## src/rtl/ifu_pkg.sv

```systemverilog
// Shared types and constants for the instruction-fetch unit.
package ifu_pkg;

    typedef enum logic [1:0] {
        IDLE = 2'd0,
        REQ  = 2'd1,
        WAIT = 2'd2
    } ifu_state_e;

    localparam int unsigned FETCH_BYTES = 8;
    localparam int unsigned INST_BYTES  = 4;

    localparam logic [63:0] ALIGN8_MASK = ~64'(FETCH_BYTES - 1);
    localparam logic [63:0] ALIGN4_MASK = ~64'(INST_BYTES - 1);

endpackage

```

## src/rtl/ifu_fifo.sv

```systemverilog
// Synchronous FIFO with flush; flush beats push, simultaneous push and pop allowed.
module ifu_fifo #(
    parameter int unsigned WIDTH = 64,
    parameter int unsigned DEPTH = 4,
    localparam int unsigned AW = $clog2(DEPTH),
    localparam int unsigned CW = AW + 1
) (
    input  logic             clk,
    input  logic             rst,
    input  logic             push_i,
    input  logic [WIDTH-1:0] wdata_i,
    input  logic             pop_i,
    input  logic             flush_i,
    output logic [WIDTH-1:0] rdata_o,
    output logic [CW-1:0]    count_o,
    output logic             empty_o,
    output logic             full_o
);

    logic [WIDTH-1:0] mem_q [DEPTH];
    logic [AW-1:0]    wptr_q, rptr_q;
    logic [CW-1:0]    count_q;
    logic             do_push, do_pop;

    assign empty_o = (count_q == '0);
    assign full_o  = (count_q == CW'(DEPTH));
    assign do_pop  = pop_i && !empty_o;
    assign do_push = push_i && (!full_o || do_pop);
    assign rdata_o = mem_q[rptr_q];
    assign count_o = count_q;

    always_ff @(posedge clk) begin
        if (rst || flush_i) begin
            wptr_q  <= '0;
            rptr_q  <= '0;
            count_q <= '0;
        end else begin
            if (do_push) wptr_q <= wptr_q + AW'(1);
            if (do_pop)  rptr_q <= rptr_q + AW'(1);
            count_q <= count_q + CW'(do_push) - CW'(do_pop);
        end
    end

    always_ff @(posedge clk) begin
        if (do_push && !flush_i) mem_q[wptr_q] <= wdata_i;
    end

endmodule

```

## src/rtl/ifu_prefetch.sv

```systemverilog
// Prefetching instruction-fetch unit: one outstanding 64-bit read, DEPTH-beat buffer.
// Optional performance counters enabled by defining IFU_PREFETCH_PERF_EN.
module ifu_prefetch
    import ifu_pkg::*;
#(
    parameter int unsigned     PC_W     = 32,
    parameter int unsigned     FETCH_W  = 64,
    parameter int unsigned     DEPTH    = 4,
    parameter logic [PC_W-1:0] RESET_PC = 32'h8000_0000
) (
    input  logic               clk,
    input  logic               rst,
    output logic               mem_req_valid_o,
    input  logic               mem_req_ready_i,
    output logic [PC_W-1:0]    mem_req_addr_o,
    input  logic               mem_resp_valid_i,
    input  logic [FETCH_W-1:0] mem_resp_data_i,
    input  logic               redirect_valid_i,
    input  logic [PC_W-1:0]    redirect_pc_i,
    output logic               inst_valid_o,
    input  logic               inst_ready_i,
    output logic [31:0]        inst_o,
    output logic [PC_W-1:0]    inst_pc_o
`ifdef IFU_PREFETCH_PERF_EN
    ,
    output logic [63:0]        perf_fetch_cnt_o,
    output logic [63:0]        perf_inst_cnt_o,
    output logic [63:0]        perf_flush_cnt_o
`endif
);

    localparam int unsigned CntW = $clog2(DEPTH) + 1;
    localparam logic [PC_W-1:0] Mask8 = ALIGN8_MASK[PC_W-1:0];
    localparam logic [PC_W-1:0] Mask4 = ALIGN4_MASK[PC_W-1:0];

    ifu_state_e       state_q, state_d;
    logic [PC_W-1:0]  req_pc_q, req_pc_d;
    logic [PC_W-1:0]  out_pc_q, out_pc_d;
    logic [PC_W-1:0]  addr_q, addr_d;
    logic             stale_q, stale_d;
    logic             push, pop, flush, inst_fire;
    logic [FETCH_W-1:0] head;
    logic [CntW-1:0]  count, count_after;
    logic             empty, full;

    ifu_fifo #(
        .WIDTH (FETCH_W),
        .DEPTH (DEPTH)
    ) u_fifo (
        .clk     (clk),
        .rst     (rst),
        .push_i  (push),
        .wdata_i (mem_resp_data_i),
        .pop_i   (pop),
        .flush_i (flush),
        .rdata_o (head),
        .count_o (count),
        .empty_o (empty),
        .full_o  (full)
    );

    assign inst_fire = !empty && inst_ready_i;

    always_comb begin
        state_d     = state_q;
        req_pc_d    = req_pc_q;
        out_pc_d    = out_pc_q;
        addr_d      = addr_q;
        stale_d     = stale_q;
        push        = 1'b0;
        pop         = 1'b0;
        flush       = 1'b0;
        count_after = count;

        if (inst_fire) begin
            out_pc_d = out_pc_q + PC_W'(INST_BYTES);
            pop      = out_pc_q[2];
        end

        unique case (state_q)
            IDLE: if (count < CntW'(DEPTH)) state_d = REQ;
            REQ: begin
                if (mem_req_ready_i) begin
                    state_d = WAIT;
                    // A stale request was issued for an abandoned stream; it must not advance req_pc.
                    if (!stale_q) req_pc_d = req_pc_q + PC_W'(FETCH_BYTES);
                end
            end
            WAIT: begin
                if (mem_resp_valid_i) begin
                    push        = !stale_q;
                    stale_d     = 1'b0;
                    count_after = count + CntW'(push) - CntW'(pop);
                    state_d     = (count_after < CntW'(DEPTH)) ? REQ : IDLE;
                end
            end
            default: state_d = IDLE;
        endcase

        if (redirect_valid_i) begin
            flush    = 1'b1;
            push     = 1'b0;
            pop      = 1'b0;
            out_pc_d = redirect_pc_i & Mask4;
            req_pc_d = redirect_pc_i & Mask8;
            unique case (state_q)
                IDLE: state_d = IDLE;
                REQ: begin
                    state_d = mem_req_ready_i ? WAIT : REQ;
                    stale_d = 1'b1;
                end
                WAIT: begin
                    // A response landing this very cycle is simply dropped; nothing remains outstanding.
                    state_d = mem_resp_valid_i ? IDLE : WAIT;
                    stale_d = !mem_resp_valid_i;
                end
                default: state_d = IDLE;
            endcase
        end

        if (state_q != REQ && state_d == REQ) addr_d = req_pc_d;
    end

    always_ff @(posedge clk) begin
        if (rst) begin
            state_q  <= IDLE;
            req_pc_q <= RESET_PC & Mask8;
            out_pc_q <= RESET_PC;
            addr_q   <= RESET_PC & Mask8;
            stale_q  <= 1'b0;
        end else begin
            state_q  <= state_d;
            req_pc_q <= req_pc_d;
            out_pc_q <= out_pc_d;
            addr_q   <= addr_d;
            stale_q  <= stale_d;
        end
    end

    assign mem_req_valid_o = (state_q == REQ);
    assign mem_req_addr_o  = addr_q;
    assign inst_valid_o    = !empty;
    assign inst_o          = empty ? 32'h0 : (out_pc_q[2] ? head[63:32] : head[31:0]);
    assign inst_pc_o       = out_pc_q;

`ifdef IFU_PREFETCH_PERF_EN
    logic [63:0] fetch_cnt_q, inst_cnt_q, flush_cnt_q;
    logic        flush_event;

    assign flush_event = redirect_valid_i && (!empty || state_q != IDLE);

    always_ff @(posedge clk) begin
        if (rst) begin
            fetch_cnt_q <= '0;
            inst_cnt_q  <= '0;
            flush_cnt_q <= '0;
        end else begin
            if (mem_req_valid_o && mem_req_ready_i && fetch_cnt_q != '1)
                fetch_cnt_q <= fetch_cnt_q + 64'd1;
            if (inst_fire && !redirect_valid_i && inst_cnt_q != '1)
                inst_cnt_q <= inst_cnt_q + 64'd1;
            if (flush_event && flush_cnt_q != '1)
                flush_cnt_q <= flush_cnt_q + 64'd1;
        end
    end

    assign perf_fetch_cnt_o = fetch_cnt_q;
    assign perf_inst_cnt_o  = inst_cnt_q;
    assign perf_flush_cnt_o = flush_cnt_q;
`endif

endmodule

```

## config.mk

```make
export PLATFORM = sky130hd
export DESIGN_NAME = ifu_prefetch
export DESIGN_NICKNAME = d
export VERILOG_FILES = /design/src/rtl/ifu_pkg.sv /design/src/rtl/ifu_fifo.sv /design/src/rtl/ifu_prefetch.sv
export SDC_FILE = /design/constraint.sdc
export NUM_CORES = 1
export LEC_CHECK = 0
export ABC_AREA = 1
export BUFFER_PORTS_ARGS = -buffer_cell sky130_fd_sc_hd__buf_2
export CORE_ASPECT_RATIO = 1.25
export CORE_UTILIZATION = 55
export CTS_BUF_LIST = sky130_fd_sc_hd__clkbuf_4 sky130_fd_sc_hd__clkbuf_8
export DETAILED_ROUTE_END_ITERATION = 12
export MAX_ROUTING_LAYER = met4
export PLACE_DENSITY_LB_ADDON = 0.05
export REMOVE_ABC_BUFFERS = 1
export SYNTH_ARGS = -nofsm -noshare
export SYNTH_HDL_FRONTEND = slang
export SYNTH_SLANG_ARGS = --single-unit
```

## constraint.sdc

```tcl
create_clock -name clk -period 8.6 [get_ports clk]
set_input_delay 1.29 -clock clk [delete_from_list [all_inputs] [get_ports clk]]
set_output_delay 1.29 -clock clk [all_outputs]
set_load 0.03 [all_outputs]
```

==> results of run 1 <==
==> flip-flops by register name, summed over array words and instances, names as in the netlist, named ones only <==
name and count:
u_fifo.wptr_q 2, u_fifo.count_o 3, u_fifo.rptr_q 2, u_fifo.mem_q 256, state_q 2, req_pc_q 32, mem_req_addr_o 32, stale_q 1
inst_pc_o 30
==> cells by family after synthesis <==
| logic type | after synthesis | synth area share, % |
|---|---|---|
| other | 1 | 0.02364 |
| and+or+nand+nor | 689 | 18.35 |
| buffers and inverters | 217 | 5.506 |
| xor gates and xnor gates | 9 | 0.4969 |
| adders and majority gates | 15 | 1.230 |
| AOI/OAI and AO/OA | 369 | 12.55 |
| DFF | 362 | 61.84 |
==> worst paths after layout <==
kind | from | endpoint | slack, ns
max | flop | inst_o[23] | 3.71
min | req_pc_q[0]$_SDFF_PP0_ | req_pc_q[0]$_SDFF_PP0_ | 0.44
max reg2reg | u_fifo.count_o[1]$_SDFF_PP0_ | mem_req_addr_o[24]$_SDFFE_PP0P_ | 4.94
min reg2reg | req_pc_q[0]$_SDFF_PP0_ | req_pc_q[0]$_SDFF_PP0_ | 0.44
==> power groups by stage <==
stage | clock [W] | sequential [W] | combinational, W
global placement | 0 | 0.00196 | 0.000237
detailed placement | 0 | 0.00196 | 0.000239
CTS | 0.00153 | 0.00193 | 0.000240
floorplan | 0 | 0.00200 | 0.0000896
global route | 0.00160 | 0.00193 | 0.000263
finish | 0.00150 | 0.00193 | 0.000239
==> critical path, stage by stage, from the launching register on <==
cell and delay, ns:
dfxtp_4 0.78, clkinv_2 0.65, buf_4 0.56, o21ai_0 0.26, o22ai_1 0.08, o21ai_0 0.25, a31oi_1 0.10, buf_2 0.24
==> stage by stage <==
step / power [W] / utilization, % / hold WS (ns) / area, µm²
after floorplan: 0.002094 / - / 0.4088 / 15500
after global placement: 0.002199 / 60.09 / 0.4219 / 17070
after detailed placement: 0.002202 / 60.09 / 0.4238 / 17070
after CTS: 0.003698 / 64.24 / 0.4396 / 18250
after global routing: 0.003790 / 64.28 / 0.4597 / 18260
final: 0.003666 / 64.30 / 0.4381 / 18260
==> layout by cell type (no fill, tap or decap), drive strengths merged <==
cell type	n
nor2	318
edfxtp	256
nand2	241
o21ai	213
buf	210
inv	134
dfxtp	106
clkbuf	85
nand3	77
a21oi	67
a31oi	37
o22ai	36
nor3	20
nand4	19
ha	14
clkinv	14
nand3b	7
diode	6
xnor2	5
or2	5
xor2	4
o211ai	4
o221ai	3
o21bai	3
bufinv	3
a32o	2
conb	2
o31ai	1
and3	1
a21boi	1
nor4	1
a22oi	1
a21o	1
fa	1
==> final cells by class <==
| cell class | count | area [µm²] |
|---|---|---|
| Sequential cell | 362 | 9814 |
| Timing Repair Buffer | 210 | 1089 |
| Multi-Input combinational cell | 1084 | 5216 |
| Fill cell | 2409 | 10140 |
| Tap cell | 355 | 444.2 |
| Inverter | 134 | 504.2 |
| Antenna cell | 6 | 15.01 |
| Clock buffer | 85 | 1020 |
| Clock inverter | 17 | 160.2 |
==> routing by layer <==
metal,up-vias,track usage (%),share of wire (%)
met4,0,11.46,3.2
met2,410,50.38,52
met3,86,5.302,6.6
met5,-,-,0
li1,6096,-,-
met1,5810,30.97,38
==> metrics.yaml, run 1 <==
place:
  dp_hpwl_um: 24720
  port_buffers: 195
  dp_worst_setup_slack_ns: 4.320
  place.gp.congestion: 1.004
  dp_cells: 2145
route:
  vias: 12400
  vias_per_cell: 5.505
  routed_wl_um: 40330
  dr.pass1.iters: 5
  drc: 0
  drt_iter0_drc: 866
  antenna_left: 0
  wl_per_cell_um: 17.90
sta:
  skew_ns: 0.01744
  period_needed_ns: 4.887
  finalMaxSlewViolations: 0
  setup_slack_ns: 3.713
  totalNegativeSetupSlack_ns: 0
  fin_crit_sh_pct: 56.82
  setup_violations: 0
  rsz0062_at_grt: "false"
  max_freq_mhz: 204.6
  worstMarginPinSlew_ns: 1.097
  finalHoldViolCount: 0
  slew_headroom_pct: 26.82
synth:
  synth_cells: 1662
  synth_common_cells: "307 x nor2_1, 256 x edfxtp_1, 232 x nand2_1, 210 x o21ai_0, 126 x inv_1"
  synth.yosys.seq_area_share_pct: 61.84
  synth_edf_count: 256
  synth_top_area_share_pct: 48.46
  ys_types: 45
  syn_area_mm2: 0.01586
  synth_async_sr_flop_share_pct: 0
  ys.flop_type: "edfxtp_1"
  synthTopCellsByArea: "edfxtp_1 48%, dfxtp_1 13%, nor2_1 7.3%, o21ai_0 6.6%, nand2_1 5.5%"
  ys_ff_latch: 362
  syn_area_per_cell_um2: 9.544
  synthMostInstantiatedCell: "nor2_1"
  ys_warn_count: 0
  yosysTopAreaCell: "edfxtp_1"
floorplan:
  design.portCount: 200
  core.rowCount: 69
  coreArea_mm2: 0.02840
  die_w_um: 153.9
  start_util_pct: 55.85
  die_h_um: 191.9
  die-area_mm2: 0.02953
setup_path:
  rr_worst_depth: 18
  cp_data_required_time_ns: 7.31
  cp_max_fo: 86
  critical_path_class: "flop to output pin"
  cp-end-kind: "output pin"
  critPathLaunchType: "flop"
  arrival_ns: 3.60
global_routing:
  antenna_found_initial: 4
  grt_pass1_vias: 11920
  grt_pass1_wl_um: 61960
  grt-ovfl-total: 0
  track_usage_pct: 28.21
  grt_max_degree: 87
pwr:
  clkPwrFrac_pct: 40.9
  seqPwrFrac_pct: 52.5
  static-leakage-power_nw: 7.107
  p_sw_w: 0.0008521
  peakVddDrop_mv: 0.1498
  p_comb_share_pct: 6.5
  swShare_pct: 23.24
  cellPowerDensity_mw_per_mm2: 200.7
  power.internal_w: 0.002814
clocking:
  cts-resized-gates: 0
  path_clk_slew_ns: 0.06
  insertion_delay_ns: 0.62
  cts_sinks: 362
  clk_path_buf_depth: 3
  root_buffer: "clkbuf_8"
  postCtsSetupRepairBufs: 0
  cts_tree: "yes"
  cts_made_buffers: 55
  htreeDepth: 2
  cts_hold_buf: 0
hold_path:
  hold_class: "flop to flop"
  min_delay_path_depth: 2
final_layout:
  drive_gt1_share_pct: 18.18
  fin_cells: 2253
  nets: 1964
  area_growth_pct: 15.13
outcome:
  outcome: "finished clean"
job:
  cap_violations: 0
No activity file was read; power rests on OpenSTA's default activity.
==> run 2, diff against run 1 <==
==> constraint.sdc (replaced) <==
create_clock -name clk -period 4.6 [get_ports clk]
set_input_delay 0.69 -clock clk [delete_from_list [all_inputs] [get_ports clk]]
set_output_delay 0.69 -clock clk [all_outputs]
set_load 0.03 [all_outputs]
==> metrics.yaml, run 2 (same netlist as run 1, synthesis figures left out) <==
setup_path:
  crit_path_max_incr_delay_ns: 0.62  # was 0.78 ns
  arrival_ns: 3.07  # was 3.60 ns
  cp-end-kind: "output pin"  # unchanged
  cp_data_required_time_ns: 3.91  # was 7.31 ns
  cp_cell_sequence: "clkinv_2, buf_12, o21ai_0, o22ai_1, o21ai_0, a31oi_1, buf_2"  # was clkinv_2, buf_4, o21ai_0, o22ai_1, o21ai_0, a31oi_1, buf_2
  path_common_cell: "o21ai_0"  # unchanged
  critPathLaunchType: "flop"  # unchanged
  cp_max_fo: 76  # was 86
  critical_path_class: "flop to output pin"  # unchanged
  cp_slowest_cell: "clkinv_2"  # was dfxtp_4
sta:
  setup_violations: 0  # unchanged
  worstMarginPinSlew_ns: 1.024  # was 1.097 ns
  finalHoldViolCount: 0  # unchanged
  totalNegativeSetupSlack_ns: 0  # unchanged
  max_freq_mhz: 265.9
  finalMaxSlewViolations: 0  # unchanged
  rsz0062_at_grt: "false"  # unchanged
  slew_headroom_pct: 31.64  # was 26.82%
  skew_ns: 0.02052  # was 0.01744 ns
  holdWs_ns: 0.2841  # was 0.4381 ns
  period_needed_ns: 3.760
  fin_crit_sh_pct: 81.74
place:
  dp_hpwl_um: 25450  # was 24720 µm
  port_buffers: 195  # unchanged
  placed_area_mm2: 0.01715  # was 0.01707 mm²
  place.gp.congestion: 0.9984  # was 1.004
final_layout:
  postLayoutCellArea_mm2: 0.01821  # was 0.01826 mm²
  largest-register: "u_fifo.mem_q"  # unchanged
  final_common_cell: "nor2_1"  # unchanged
  area_growth_pct: 14.79  # was 15.13%
  fin_util_pct: 64.11  # was 64.30%
  register_area_mm2: 0.009814  # unchanged
  multi_input_area_mm2: 0.005216  # unchanged
  drive_gt1_share_pct: 18.29  # was 18.18%
  fillers: 2386  # was 2409
  largest_reg_flops: 256  # unchanged
  layout_common_cells: "302 x nor2_1, 256 x edfxtp_1, 232 x nand2_1, 210 x o21ai_0, 195 x buf_2"  # unchanged
  nets: 1968  # was 1964
route:
  antenna_left: 0  # unchanged
  dr.pass1.iters: 7  # was 5
  drc: 0  # unchanged
  drt_iter0_drc: 788  # was 866
  routed_wl_um: 40490  # was 40330 µm
  wl_per_cell_um: 17.99  # was 17.90 µm
  vias_per_cell: 5.510  # was 5.505
  vias: 12400  # unchanged
global_routing:
  grt-ovfl-total: 0  # unchanged
  grt_pass1_vias: 11840  # was 11920
  grt_pass1_wl_um: 62010  # was 61960 µm
  grt_max_degree: 77  # was 87
  track_usage_pct: 28.34  # was 28.21%
  antenna_found_initial: 4  # unchanged
pwr:
  power_w: 0.006609  # was 0.003666 W
  p_comb_share_pct: 6.8  # was 6.5%
  power.internal_w: 0.005014  # was 0.002814 W
  static-leakage-power_nw: 7.084  # was 7.107 nW
  swShare_pct: 24.13  # was 23.24%
  cellPowerDensity_mw_per_mm2: 363.0  # was 200.7 mW/mm²
  p_sw_w: 0.001595  # was 0.0008521 W
  peakVddDrop_mv: 0.3324  # was 0.1498 mV
  seqPwrFrac_pct: 54.5  # was 52.5%
  clkPwrFrac_pct: 38.7  # was 40.9%
clocking:
  cts_hold_buf: 0  # unchanged
  cts_tree: "yes"  # unchanged
  clk_path_buf_depth: 3  # unchanged
  htreeDepth: 2  # unchanged
  postCtsSetupRepairBufs: 0  # unchanged
  cts_sinks: 362  # unchanged
  cts_made_buffers: 55  # unchanged
  root_buffer: "clkbuf_8"  # unchanged
  insertion_delay_ns: 0.61  # was 0.62 ns
  path_clk_slew_ns: 0.07  # was 0.06 ns
  cts-resized-gates: 0  # unchanged
floorplan:
  die_h_um: 191.9  # unchanged
  start_util_pct: 55.85  # unchanged
  die_w_um: 153.9  # unchanged
  design.portCount: 200  # unchanged
  core.rowCount: 69  # unchanged
  die-area_mm2: 0.02953  # unchanged
  coreArea_mm2: 0.02840  # unchanged
job:
  cap_violations: 0  # unchanged
outcome:
  outcome: "finished clean"  # unchanged
hold_path:
  hold_class: "primary input to flop"  # was flop to flop
## run 2: cell count changes in the layout (fill, tap and decap cells not counted)
cell | before | now
clkinv_2 | 1 | 9
clkbuf_4 | 24 | 19
buf_12 | 0 | 4
bufinv_16 | 3 | 0
clkbuf_8 | 61 | 59
clkinv_1 | 13 | 11
diode_2 | 6 | 4
clkinvlp_4 | 0 | 1
inv_12 | 1 | 0
inv_6 | 1 | 0
inv_8 | 0 | 1
## run 2: metal layers
metal  part of all wire, %  GRT usage (%)
met1                    38          31.64
met2                    52          49.46
met3                   6.5          5.799
met4                   3.1          11.88
met5                     0              -
## run 2: metrics by stage
stage                     instances  setup slack [ns]
after floorplan                1580           -0.4131
after global placement         2149             1.349
after detailed placement       2149             1.353
after CTS                      2247            0.7753
after global routing           2251            0.5393
final                          2251            0.8398
## run 2: final timing paths
check	startpoint	endpoint	slack [ns]	depth (start not counted)
worst min-delay path	mem_resp_data_i[6]	u_fifo.mem_q[2][6]$_DFFE_PP_	0.28	1
worst min register to register	req_pc_q[0]$_SDFF_PP0_	req_pc_q[0]$_SDFF_PP0_	0.44	2
worst max register to register	u_fifo.count_o[1]$_SDFF_PP0_	mem_req_addr_o[30]$_SDFFE_PP0P_	1.55	17
worst max-delay path	flop	inst_o[0]	0.84	7
## run 2: critical path, delay by kind of cell (launching register included)
kind / cells / cell delay [ns]
buf+inv: 3 / 1.33
flops: 1 / 0.52
compound gates: 4 / 0.58
## run 2: power groups by stage
stage,Sequential (W),Clock (W),Combinational [W]
6_report,0.00360,0.00256,0.000449
5_1_grt,0.00361,0.00273,0.000491
4_1_cts,0.00360,0.00260,0.000450
3_5_place_dp,0.00367,0,0.000449
3_3_place_gp,0.00367,0,0.000444
2_1_floorplan,0.00375,0,0.000167
## run 2: area by class of cell
class	instances	share of cell area [%]
clock inverter	20	0.5291
antenna	4	0.05497
clock buffer	78	5.243
inverter	134	2.769
sequential	362	53.90
multi-input combinational	1084	28.65
tap	355	2.439
timing repair buffer	214	6.418
